==> config.mk <==
export PLATFORM = sky130hd
export DESIGN_NAME = bitwise_op_stage_flat
export DESIGN_NICKNAME = d
export VERILOG_FILES = /design/src/rtl/bitwise_op_stage_if.sv /design/src/rtl/bitwise_op_stage.sv /design/src/flat_wrapper.sv
export SDC_FILE = /design/constraint.sdc
export NUM_CORES = 1
export LEC_CHECK = 0
export ABC_CLOCK_PERIOD_IN_PS = 2500
export CAP_MARGIN = 15
export CELL_PAD_IN_SITES_DETAIL_PLACEMENT = 1
export CELL_PAD_IN_SITES_GLOBAL_PLACEMENT = 2
export CORE_ASPECT_RATIO = 2
export CORE_MARGIN = 4
export CORE_UTILIZATION = 35
export CTS_CLUSTER_DIAMETER = 50
export DETAILED_ROUTE_END_ITERATION = 10
export PLACE_DENSITY_LB_ADDON = 0.1
export SLEW_MARGIN = 20
export SYNTH_ARGS = -nofsm -noshare
export SYNTH_HDL_FRONTEND = slang
export SYNTH_SLANG_ARGS = --single-unit
==> constraint.sdc <==
create_clock -name clk -period 2.5 [get_ports clk]
set_input_delay 0.25 -clock clk [delete_from_list [all_inputs] [get_ports clk]]
set_output_delay 0.25 -clock clk [all_outputs]
set_load 0.01 [all_outputs]
==> src/rtl/bitwise_op_stage_if.sv <==
// Handshake bundle for bitwise_op_stage.
//   master (upstream/downstream side): drives in_valid, op, a, b, out_ready
//   slave  (the stage):                 drives in_ready, out_valid, result, zero
interface bitwise_op_stage_if #(
    parameter int unsigned SIZE = 8
);
    logic            in_valid;
    logic            in_ready;
    logic [1:0]      op;
    logic [SIZE-1:0] a;
    logic [SIZE-1:0] b;
    logic            out_valid;
    logic            out_ready;
    logic [SIZE-1:0] result;
    logic            zero;

    modport master (
        output in_valid, op, a, b, out_ready,
        input  in_ready, out_valid, result, zero
    );

    modport slave (
        input  in_valid, op, a, b, out_ready,
        output in_ready, out_valid, result, zero
    );
endinterface

==> src/rtl/bitwise_op_stage.sv <==
// Registered bitwise-logic stage (NOT/AND/OR/XOR) with a 2-entry output FIFO.
//   clk       rising-edge clock
//   rst_b     asynchronous active-low reset
//   bus       slave side of bitwise_op_stage_if (operand in, result out)
//   ops_done  wrapping count of results consumed downstream
module bitwise_op_stage #(
    parameter int unsigned SIZE  = 8,
    parameter int unsigned CNT_W = 16
) (
    input  logic                clk,
    input  logic                rst_b,
    bitwise_op_stage_if.slave   bus,
    output logic [CNT_W-1:0]    ops_done
);

    // Buffer occupancy doubles as the FSM state.
    localparam logic [1:0] ST_EMPTY = 2'd0;
    localparam logic [1:0] ST_ONE   = 2'd1;
    localparam logic [1:0] ST_FULL  = 2'd2;

    localparam logic [1:0] OP_NOT = 2'b00;
    localparam logic [1:0] OP_AND = 2'b01;
    localparam logic [1:0] OP_OR  = 2'b10;
    localparam logic [1:0] OP_XOR = 2'b11;

    logic [1:0]            count_q,     count_d;
    logic                  wr_ptr_q,    wr_ptr_d;
    logic                  rd_ptr_q,    rd_ptr_d;
    logic [1:0][SIZE-1:0]  mem_q,       mem_d;
    logic                  in_ready_q,  in_ready_d;
    logic                  out_valid_q, out_valid_d;
    logic [SIZE-1:0]       result_q,    result_d;
    logic                  zero_q,      zero_d;
    logic [CNT_W-1:0]      ops_done_q,  ops_done_d;

    logic                  push;
    logic                  pop;
    logic [SIZE-1:0]       op_res;

    // State and output registers.
    always_ff @(posedge clk or negedge rst_b) begin
        if (!rst_b) begin
            count_q     <= ST_EMPTY;
            wr_ptr_q    <= 1'b0;
            rd_ptr_q    <= 1'b0;
            mem_q       <= '0;
            in_ready_q  <= 1'b1;
            out_valid_q <= 1'b0;
            result_q    <= '0;
            zero_q      <= 1'b0;
            ops_done_q  <= '0;
        end else begin
            count_q     <= count_d;
            wr_ptr_q    <= wr_ptr_d;
            rd_ptr_q    <= rd_ptr_d;
            mem_q       <= mem_d;
            in_ready_q  <= in_ready_d;
            out_valid_q <= out_valid_d;
            result_q    <= result_d;
            zero_q      <= zero_d;
            ops_done_q  <= ops_done_d;
        end
    end

    // Next-state, buffer update and next registered outputs.
    always_comb begin
        count_d    = count_q;
        wr_ptr_d   = wr_ptr_q;
        rd_ptr_d   = rd_ptr_q;
        mem_d      = mem_q;
        ops_done_d = ops_done_q;
        op_res     = '0;

        // Handshakes use only registered flags, so no in->out combinational path.
        push = bus.in_valid && in_ready_q;
        pop  = out_valid_q && bus.out_ready;

        case (bus.op)
            OP_NOT:  op_res = ~bus.a;
            OP_AND:  op_res = bus.a & bus.b;
            OP_OR:   op_res = bus.a | bus.b;
            OP_XOR:  op_res = bus.a ^ bus.b;
            default: op_res = '0;
        endcase

        if (push) begin
            mem_d[wr_ptr_q] = op_res;
            wr_ptr_d        = ~wr_ptr_q;
        end
        if (pop) begin
            rd_ptr_d   = ~rd_ptr_q;
            ops_done_d = ops_done_q + CNT_W'(1);
        end

        case (count_q)
            ST_EMPTY: if (push) count_d = ST_ONE;
            ST_ONE: begin
                if (push && !pop)      count_d = ST_FULL;
                else if (pop && !push) count_d = ST_EMPTY;
            end
            ST_FULL:  if (pop) count_d = ST_ONE;
            default:  count_d = ST_EMPTY;
        endcase

        // Head of the next-cycle buffer; covers the push-into-empty and
        // push-and-pop cases because mem_d already holds the new entry.
        in_ready_d  = (count_d != ST_FULL);
        out_valid_d = (count_d != ST_EMPTY);
        result_d    = out_valid_d ? mem_d[rd_ptr_d] : '0;
        zero_d      = out_valid_d && (result_d == '0);
    end

    assign bus.in_ready  = in_ready_q;
    assign bus.out_valid = out_valid_q;
    assign bus.result    = result_q;
    assign bus.zero      = zero_q;
    assign ops_done      = ops_done_q;

endmodule

==> src/flat_wrapper.sv <==
// flat-port wrapper written by rule: the top's interface ports become plain ports
module bitwise_op_stage_flat 
#(
    parameter int unsigned SIZE  = 8,
    parameter int unsigned CNT_W = 16
)
  (clk, rst_b, ops_done, bus_in_valid, bus_op, bus_a, bus_b, bus_out_ready, bus_in_ready, bus_out_valid, bus_result, bus_zero);
  bitwise_op_stage_if #(.SIZE(SIZE)) bus_i ();
  input  logic clk;
  input  logic rst_b;
  output logic [CNT_W-1:0] ops_done;
  input wire logic [$bits(bus_i.in_valid)-1:0] bus_in_valid;
  input wire logic [$bits(bus_i.op)-1:0] bus_op;
  input wire logic [$bits(bus_i.a)-1:0] bus_a;
  input wire logic [$bits(bus_i.b)-1:0] bus_b;
  input wire logic [$bits(bus_i.out_ready)-1:0] bus_out_ready;
  output wire logic [$bits(bus_i.in_ready)-1:0] bus_in_ready;
  output wire logic [$bits(bus_i.out_valid)-1:0] bus_out_valid;
  output wire logic [$bits(bus_i.result)-1:0] bus_result;
  output wire logic [$bits(bus_i.zero)-1:0] bus_zero;
  assign bus_i.in_valid = bus_in_valid;
  assign bus_i.op = bus_op;
  assign bus_i.a = bus_a;
  assign bus_i.b = bus_b;
  assign bus_i.out_ready = bus_out_ready;
  assign bus_in_ready = bus_i.in_ready;
  assign bus_out_valid = bus_i.out_valid;
  assign bus_result = bus_i.result;
  assign bus_zero = bus_i.zero;
  bitwise_op_stage #(.SIZE(SIZE), .CNT_W(CNT_W)) u_core (.clk(clk), .rst_b(rst_b), .bus(bus_i), .ops_done(ops_done));
endmodule
# Word level (Yosys, flattened, before mapping)
# Cells that the tools add are included.
[totals]
regBits = 47
[classes]
n_mux = 14
n_addsub = 1
reduce_logical = 12
n_lt_le_gt_ge = 3
n_bitwise = 6
eq_ne = 6
[op_table]
columns = ["op", "count"]
rows = [
  ["$mux 8", 4],
  ["$pmux 8 s4", 1],
  ["$add 16x1->16 const B", 1],
  ["$bwmux 16", 1],
  ["$mux 16", 1],
  ["$and 8x8->8", 1],
  ["$demux 8 s1", 1],
  ["$logic_not 8->1", 1],
  ["$mux 2", 4],
  ["$not 8->8", 1],
  ["$or 8x8->8", 1],
  ["$xor 8x8->8", 1],
  ["$eq 2x2->1 const B", 3],
  ["$logic_and 1x1->1", 6],
  ["$pmux 2 s3", 1],
  ["$eq 2x1->1 const B", 2],
  ["$logic_not 2->1", 2],
  ["$lt 1x2->1 const B", 2],
  ["$logic_not 1->1", 2],
  ["$ne 2x2->1 const B", 1],
  ["$not 1->1", 2],
  ["$reduce_bool 2->1", 1],
  ["$ge 1x1->1 const B", 1],
  ["$mux 1", 1],
]

# Logic depth before layout (Yosys ltp)
# Gate-level depths: netlist (run 1).
[depth]
ltp_word = 11
mapped_depth = 8
depth_no_buf = 8

# Worst setup path after synthesis (run 1)
# Ideal clock, no wire load.
[synth_path]
kind = "input port to flip-flop"
from = "input bus_b[2]"
to = "register u_core.zero_q (netlist: u_core.bus.zero)"
setup_slack_ns = 0.740
path_stages = 8
t_arrival_ns = 1.639
required_time_ns = 2.379
n_path_buf = 0
path_cell_list = "inv_1 > ha_1 > inv_2 > mux4_2 > and4_1 > a31oi_1 > a211oi_1 > and4b_1"
[synth_via]
elab_chain_cells = 9
[synth_lines]
columns = ["element", "line_no", "source"]
rows = [
  ["start, declared", "flat_wrapper.sv:15", "input wire logic [$bits(bus_i.b)-1:0] bus_b;"],
  ["$xor 8x8->8 (tied with other cells)", "bitwise_op_stage.sv:82", "OP_XOR: op_res = bus.a ^ bus.b;"],
  ["$pmux 8 s4 (*)", "bitwise_op_stage.sv:78", "case (bus.op)"],
  ["$bwmux 16 (*)", "bitwise_op_stage.sv:87", "mem_d[wr_ptr_q] = op_res;"],
  ["$mux 16 (*)", "bitwise_op_stage.sv:86", "if (push) begin"],
  ["$mux 8 (not written as such) (*) (2 in a row)", "bitwise_op_stage.sv:109", "result_d = out_valid_d ? mem_d[rd_ptr_d] : '0;"],
  ["$mux 8 (*)", "bitwise_op_stage.sv:109", ""],
  ["$logic_not 8->1 (*)", "bitwise_op_stage.sv:110", "zero_d = out_valid_d && (result_d == '0);"],
  ["$logic_and 1x1->1 (*)", "bitwise_op_stage.sv:110", ""],
  ["named net u_core.zero_d", "bitwise_op_stage.sv:33", "logic zero_q, zero_d;"],
  ["end signal, assigned", "bitwise_op_stage.sv:60", "zero_q <= zero_d;"],
  ["end, declared", "bitwise_op_stage.sv:33", ""],
]
# Mark *: on every way through the listed nets, which the timed path passes. The rest lies on a longest branch. The select of a mux whose other input is x is not followed.
# A chain may end at the register's enable or synchronous reset.

# Worst setup path in the final report (run 1)
[layout_path]
from = "input bus_a[4]"
to = "register u_core.zero_q (netlist: u_core.bus.zero)"
[layout_via]
elab_chain_cells = 9
[layout_lines]
columns = ["element", "line_no", "source"]
rows = [
  ["start, declared", "flat_wrapper.sv:14", "input wire logic [$bits(bus_i.a)-1:0] bus_a;"],
  ["$xor 8x8->8 (tied with other cells)", "bitwise_op_stage.sv:82", ""],
  ["$pmux 8 s4 (*)", "bitwise_op_stage.sv:78", ""],
  ["$bwmux 16 (*)", "bitwise_op_stage.sv:87", ""],
  ["$mux 16 (*)", "bitwise_op_stage.sv:86", ""],
  ["$mux 8 (not written as such) (*) (2 in a row)", "bitwise_op_stage.sv:109", ""],
  ["$mux 8 (*)", "bitwise_op_stage.sv:109", ""],
  ["$logic_not 8->1 (*)", "bitwise_op_stage.sv:110", ""],
  ["$logic_and 1x1->1 (*)", "bitwise_op_stage.sv:110", ""],
  ["named net u_core.zero_d", "bitwise_op_stage.sv:33", ""],
]
# Marked as above.

==> results of run 1 <==
cell usage after synthesis:
master	count
a21oi_1	4
o21ai_0	2
nor2_1	21
nand2b_1	2
nor3_1	2
buf_4	1
and4b_1	1
mux4_1	1
nand3_4	1
nor2_2	1
buf_6	1
nand2_1	33
xor2_1	5
dfstp_2	1
xnor2_1	10
a22o_1	1
xnor2_4	1
mux4_2	6
inv_1	25
or2_1	1
a211oi_1	1
buf_2	2
and3_1	2
mux2i_1	9
a31oi_1	1
o21ai_1	12
nand3_1	3
nand4_1	3
clkbuf_1	2
and2_1	2
o41ai_1	2
o22ai_1	1
nand3b_1	1
ha_1	17
dfrtp_1	46
or4_1	1
nor2b_1	1
a21boi_1	1
and4_1	1
inv_2	8
o21a_1	2
worst max-delay path: cells and delay by family:
kind                       cells  cell delay, ns
and+or+nand+nor                2            0.43
AOI/OAI and AO/OA              2            0.22
muxes                          1            0.51
buffers and inverters          3            0.58
adders and majority gates      1            0.28
metal layers:
| metal | vias to the layer above | global-route usage | wire [microns] |
|---|---|---|---|
| met3 | 11 | 0.0239 | 217 |
| met1 | 918 | 0.143 | 1910 |
| met5 | - | 0 | 0 |
| li1 | 893 | - | - |
| met4 | 0 | 0.0754 | 164 |
| met2 | 48 | 0.277 | 3210 |
final timing paths:
kind	from	end	slack [ns]
worst min-delay path	rst_b	u_core.ops_done[9]	0.41
max in group asynchronous	rst_b	u_core.mem_q[11]	1.49
worst max-delay path	bus_a[4]	u_core.bus.zero	0.40
min in group clk	u_core.ops_done[11]	u_core.ops_done[11]	0.49
worst min register to register	u_core.ops_done[11]	u_core.ops_done[11]	0.49
worst max register to register	u_core.bus.out_valid	u_core.bus.zero	0.64
per-stage QoR:
step                hold WS (ns)  utilization
finish                     0.413        0.472
global route               0.459        0.472
CTS                        0.431        0.472
detailed placement         0.207        0.448
global placement           0.213        0.448
floorplan                -0.0456            -
kinds of logic after synthesis:
| group | share of synthesized area |
|---|---|
| adders and majority gates | 0.0860 |
| AOI/OAI and AO/OA | 0.0642 |
| muxes | 0.102 |
| xor gates and xnor gates | 0.0642 |
| DFF | 0.476 |
| and+or+nand+nor | 0.143 |
| buffers and inverters | 0.0647 |
state kept, by name (all words and copies together), names as in the netlist:
name	count
u_core.bus.in_ready	1
u_core.wr_ptr_q	1
u_core.bus.zero	1
u_core.rd_ptr_q	1
u_core.count_q	2
u_core.mem_q	16
u_core.bus.result	8
u_core.bus.out_valid	1
u_core.ops_done	16
where the power goes:
part	internal, W	switching, W
Combinational	0.000599	0.000644
Clock	0.000426	0.000273
Sequential	0.00103	0.000167
Total	0.00206	0.00108
layout make-up:
cell class / instances / area [sq um]
clock buffer: 8 / 156
fill: 818 / 3630
inverter: 33 / 124
multi-input combinational: 152 / 1140
sequential: 47 / 1180
tap: 90 / 113
timing repair buffer: 57 / 546
timing repair:
action | in CTS | in global routing
hold buffers | 1 | 0
setup buffers | 0 | 0
resized for setup | 0 | 0
hold endpoints to repair | 17 | 0
placed cells by master, fill, tap and decap left out, drive strengths merged, types with 3 or more instances in the layout:
| cell | count |
|---|---|
| inv | 33 |
| nand2 | 33 |
| nor2 | 22 |
| mux4 | 7 |
| nand3 | 4 |
| nand4 | 3 |
| mux2i | 9 |
| clkdlybuf4s50 | 47 |
| a21oi | 4 |
| o21ai | 14 |
| clkbuf | 8 |
| xnor2 | 11 |
| xor2 | 5 |
| dfrtp | 46 |
| buf | 9 |
| ha | 17 |
==> out/qor.txt, run 1 <==
Die Y: 127 microns
Top cells by area, synth: dfrtp_1 47%, ha_1 8.6%, mux4_2 5.5%
Relative slew slack: 0.731
Leak Pwr: 1.55 nW
Cell Rows: 43
Fin crit share: 0.839
Clk sinks: 47
GPL Wtd Cong: 0.764
Fraction of layout cells with a size suffix above 1: 0.114
Fin area: 0.00325 sq mm
CP cell instances: clkdlybuf4s50_1 -> inv_1 -> ha_1 -> inv_2 -> mux4_2 -> and4_1 -> a31oi_1 -> a211oi_1 -> and4b_1
Post-DR vias/cell: 4.83
CP Data Arrival Time: 2.28 ns
Hold WC Path Type: input pin to async pin
First-pass GRT wire length: 9520 microns
Clk_skew: 0.00592 ns
Setup slack at placement: 0.0916 ns
Routed Antenna Nets: 0
Type of origin of the critical path: input pin
Placeable Area: 0.00689 sq mm
Chip width: 67.4 microns
Hpwl dp: 4550 microns
Synth area leader: dfrtp_1
Overflow after GRT: 0
Worst stage delay on the critical path: 0.51 ns
Final Hold Vio Count: 0
Vias in the first global route: 2083
Synthesized cell area: 0.00247 sq mm
TritonCTS clock tree: yes
Initial DRC count: 57
Post-Syn Area per Cell: 10.4 sq um
Placed instance area: 0.00309 sq mm
IO Pins: 49
Fmax: 477 MHz
Final TNS setup: 0 ns
RSZ-0062 raised after global routing: no
Fin. max-slew vios: 0
Final setup fails: 0
Residual DRC: 0
Run status: finished, final reports clean
Die area: 0.00856 sq mm
Vias: 1870
Placed insts: 378
Port buffer count: 48
Cell at the slowest stage of the critical path: mux4_2
Clock-pin slew on the worst setup and hold paths: 0.06 ns
Initial antenna violation count: 0
Yosys reg bits: 47
Final min period: 2.10 ns
Sequential cell area fraction in the yosys report: 0.476
Crit path max fanout: 4
Crit end category: flip-flop
CTS root buf: clkbuf_16
Maxcap violations: 0
Max Buffers Root-to-Sink: 2
WL/cell: 14.2 microns
Area growth syn-to-layout: 31.5%
CP required: 2.68 ns
Netlist cell types: 41
CTS H-tree depth: 2
Num CTS Buffers: 5
Synthesized netlist cell count: 238
Total power: 0.00314 W
Total GRT Usage: 0.146
YS warnings: 0
WL final: 5500 microns
Final nets: 335
Pwr per Cell Area: 966 mW/mm^2
Largest net degree at the start of global routing: 20
N_diodes: 0
Post-synth net total: 277
Post-route setup slack: 0.401 ns
Critical path class: input pin to flip-flop
Worst-case reg-to-reg path depth: 7
Initial Util: 0.359
Initial DRT Pass Iterations: 4
Final cell count without fillers: 387
Top-area cell type share of the netlist area: 0.465
Insertion delay to the later sink of the worst-skew pair: 0.29 ns
Slew @ Worst Pin: 0.404 ns
Max VDD drop: 0.000321 V
No activity file was read; power rests on OpenSTA's default activity.
==> run 2: changes to the inputs <==
--- a/config.mk
+++ b/config.mk
@@ -5,13 +5,13 @@
 export SDC_FILE = /design/constraint.sdc
 export NUM_CORES = 1
 export LEC_CHECK = 0
-export ABC_CLOCK_PERIOD_IN_PS = 2500
+export ABC_CLOCK_PERIOD_IN_PS = 1900
 export CAP_MARGIN = 15
 export CELL_PAD_IN_SITES_DETAIL_PLACEMENT = 1
 export CELL_PAD_IN_SITES_GLOBAL_PLACEMENT = 2
 export CORE_ASPECT_RATIO = 2
 export CORE_MARGIN = 4
-export CORE_UTILIZATION = 35
+export CORE_UTILIZATION = 29
 export CTS_CLUSTER_DIAMETER = 50
 export DETAILED_ROUTE_END_ITERATION = 10
 export PLACE_DENSITY_LB_ADDON = 0.1
==> constraint.sdc (replaced) <==
create_clock -name clk -period 1.9 [get_ports clk]
set_input_delay 0.19 -clock clk [delete_from_list [all_inputs] [get_ports clk]]
set_output_delay 0.19 -clock clk [all_outputs]
set_load 0.01 [all_outputs]
==> run 2 against run 1 <==
Against the previous run:
- design area rose by 9.2%
- wire length rose by 8.7%
- critical endpoint unchanged
- sequential cell count did not move
- first-iteration DRC count fell by 12%
- the run now ends with negative hold slack left
- combinational power rose by 58%
- count of clock-buffer cells in the layout fell by 1
- register-to-register slack got worse by 0.53 ns
- worst hold slack got worse by 0.43 ns
- core utilization fell by 4.4 points
- sequential share of layout area fell by 3.1 points
- non-clock buffer count rose by 37
- highest routed layer unchanged
==> out/qor.txt, run 2 (synthesized netlist as in run 1, its figures left out) <==
Run status: finished with violations
Failing checks: negative hold slack
Hpwl dp: 4820 microns (+5.8%)
Clock-pin slew on the worst setup and hold paths: 0.06 ns (about the same)
Final setup fails: 0 (unchanged)
Num CTS Buffers: 5 (unchanged)
Overflow after GRT: 0 (unchanged)
Fin area: 0.00355 sq mm (+9.2%)
CP Data Arrival Time: 1.99 ns (-0.29 ns)
Commonest non-fill, non-tap cells in the layout: 46 x dfrtp_1, 45 x buf_4, 34 x clkdlybuf4s50_1
WL/cell: 13.8 microns (-2.6%)
Crit end category: flip-flop
Flop-to-flop setup slack: 0.11 ns (-0.53 ns)
Fin crit share: 0.957
Final min period: 1.82 ns
Initial antenna violation count: 0 (unchanged)
Chip width: 73.3 microns (+8.7%)
Final cell count without fillers: 432 (+12%)
Fillers: 953 (+17%)
CTS H-tree depth: 2 (unchanged)
Relative slew slack: 0.588 (-0.143)
Commonest non-fill, non-tap cell in the layout: dfrtp_1
Post-CTS Hold Buffers: 0 (-1)
CTS root buf: clkbuf_16
Area growth syn-to-layout: 43.6%
Critical path class: input pin to flip-flop
Routed Antenna Nets: 0 (unchanged)
Type of origin of the critical path: input pin
TritonCTS clock tree: yes
Fin. max-slew vios: 0 (unchanged)
Port buffer count: 48 (unchanged)
Initial Util: 0.298 (-0.0609)
Max VDD drop: 0.000393 V (+22%)
Final nets: 372 (+11%)
Largest net degree at the start of global routing: 48 (+140%)
Fraction of layout cells with a size suffix above 1: 0.234 (+0.119)
Insertion delay to the later sink of the worst-skew pair: 0.29 ns (about the same)
N_diodes: 0 (unchanged)
Final TNS setup: 0 ns (unchanged)
Worst stage delay on the critical path: 0.51 ns (about the same)
Die Y: 139 microns (+9.2%)
Total power: 0.00453 W (+44%)
CP required: 2.07 ns (-0.61 ns)
Min Hold Slack: -0.0120 ns (-0.425 ns)
Vias in the first global route: 2162 (+3.8%)
Cell Rows: 47 (+9.3%)
WL final: 5980 microns (+8.7%)
Placeable Area: 0.00829 sq mm (+20%)
Placed instance area: 0.00334 sq mm (+8.4%)
Cell at the slowest stage of the critical path: mux4_2
Clk_skew: 0.00545 ns (-0.000475 ns)
Crit path max fanout: 3 (-1)
Clk sinks: 47 (unchanged)
CP cell instances: clkdlybuf4s50_1 -> inv_1 -> ha_1 -> inv_2 -> mux4_2 -> o21ai_2 -> o41ai_2 -> and4b_1
Placed insts: 419 (+11%)
Post-DR vias/cell: 4.53 (-6.2%)
Maxcap violations: 0 (unchanged)
Slew @ Worst Pin: 0.618 ns (+0.215 ns)
Initial DRT Pass Iterations: 4 (unchanged)
First-pass GRT wire length: 10100 microns (+6.1%)
Pwr per Cell Area: 1270 mW/mm^2 (+32%)
GPL Wtd Cong: 0.765 (about the same)
Max Buffers Root-to-Sink: 2 (unchanged)
Die area: 0.0102 sq mm (+19%)
Fmax: 550 MHz
Initial DRC count: 50 (-12%)
Total GRT Usage: 0.128 (-0.0179)
Final Hold Vio Count: 11 (+11)
Vias: 1959 (+4.8%)
IO Pins: 49 (unchanged)
Leak Pwr: 1.77 nW (+14%)
RSZ-0062 raised after global routing: yes
Residual DRC: 0 (unchanged)
Hold WC Path Type: input pin to async pin
[run 2: cell count changes in the layout (fill, tap and decap cells not counted), moves of 2 or more]
cell / before / now
buf_4: 8 / 45
clkdlybuf4s50_1: 47 / 34
o21ai_1: 12 / 9
clkbuf_8: 2 / 0
dlygate4sd2_1: 0 / 12
o21ai_2: 0 / 3
[run 2: repair_timing]
action,in CTS,in global routing
pin swaps,10,2
setup endpoints to repair,3,2
buffers inserted,4,1
gates resized for setup,15,6
cloned,0,0
[run 2: layout make-up]
type | instances | area (sq um) | area share
clock buffers | 7 | 133 | 0.0373
clock inverters | 1 | 30.0 | 0.00845
inverters | 33 | 124 | 0.0349
multi-input cells | 152 | 1150 | 0.325
flip-flops and latches | 47 | 1180 | 0.331
well taps | 98 | 123 | 0.0345
repair buffers | 94 | 812 | 0.229
[run 2: worst paths after layout]
kind                                      from                   to  cells past startpoint
max                                   bus_b[1]      u_core.bus.zero                      8
min                                      rst_b  u_core.ops_done[14]                      2
max reg2reg                    u_core.mem_q[5]      u_core.bus.zero                      5
min reg2reg                u_core.ops_done[15]  u_core.ops_done[15]                      1
max in group asynchronous                rst_b      u_core.wr_ptr_q                      2
min in group clk           u_core.ops_done[15]  u_core.ops_done[15]                      1
[run 2: stage by stage]
stage | utilization | worst slack (ns)
after global routing | 0.428 | -0.00704
after floorplan | - | 0.200
after global placement | 0.403 | -0.377
after detailed placement | 0.403 | -0.416
after CTS | 0.425 | 0.00191
final | 0.428 | 0.0819
[run 2: critical path, delay by kind of cell]
family                     cells  cell delay, ns
AOI/OAI and AO/OA              2            0.27
adders and majority gates      1            0.28
muxes                          1            0.51
buffers and inverters          3            0.56
and+or+nand+nor                1            0.18
[run 2: where the power goes]
part / internal (W) / total (W) / switching (W) / leakage [nW]
Combinational: 0.00102 / 0.00196 / 0.000939 / 1.09
Clock: 0.000622 / 0.000990 / 0.000368 / 0.0781
Sequential: 0.00136 / 0.00158 / 0.000220 / 0.599
Total: 0.00300 / 0.00453 / 0.00153 / 1.77
[run 2: routing by layer]
layer	vias up	global-route usage	share of wire
met5	-	0	0
met4	0	0.0726	0.040
met3	13	0.0196	0.036
met2	45	0.242	0.58
met1	930	0.125	0.34
li1	971	-	-
==> run 3: changes to the inputs <==
--- a/config.mk
+++ b/config.mk
@@ -15,7 +15,6 @@
 export CTS_CLUSTER_DIAMETER = 50
 export DETAILED_ROUTE_END_ITERATION = 10
 export PLACE_DENSITY_LB_ADDON = 0.1
-export SLEW_MARGIN = 20
 export SYNTH_ARGS = -nofsm -noshare
 export SYNTH_HDL_FRONTEND = slang
 export SYNTH_SLANG_ARGS = --single-unit
==> results of run 3 <==
No change in the layout: final DEF, timing and power equal those of run 2.
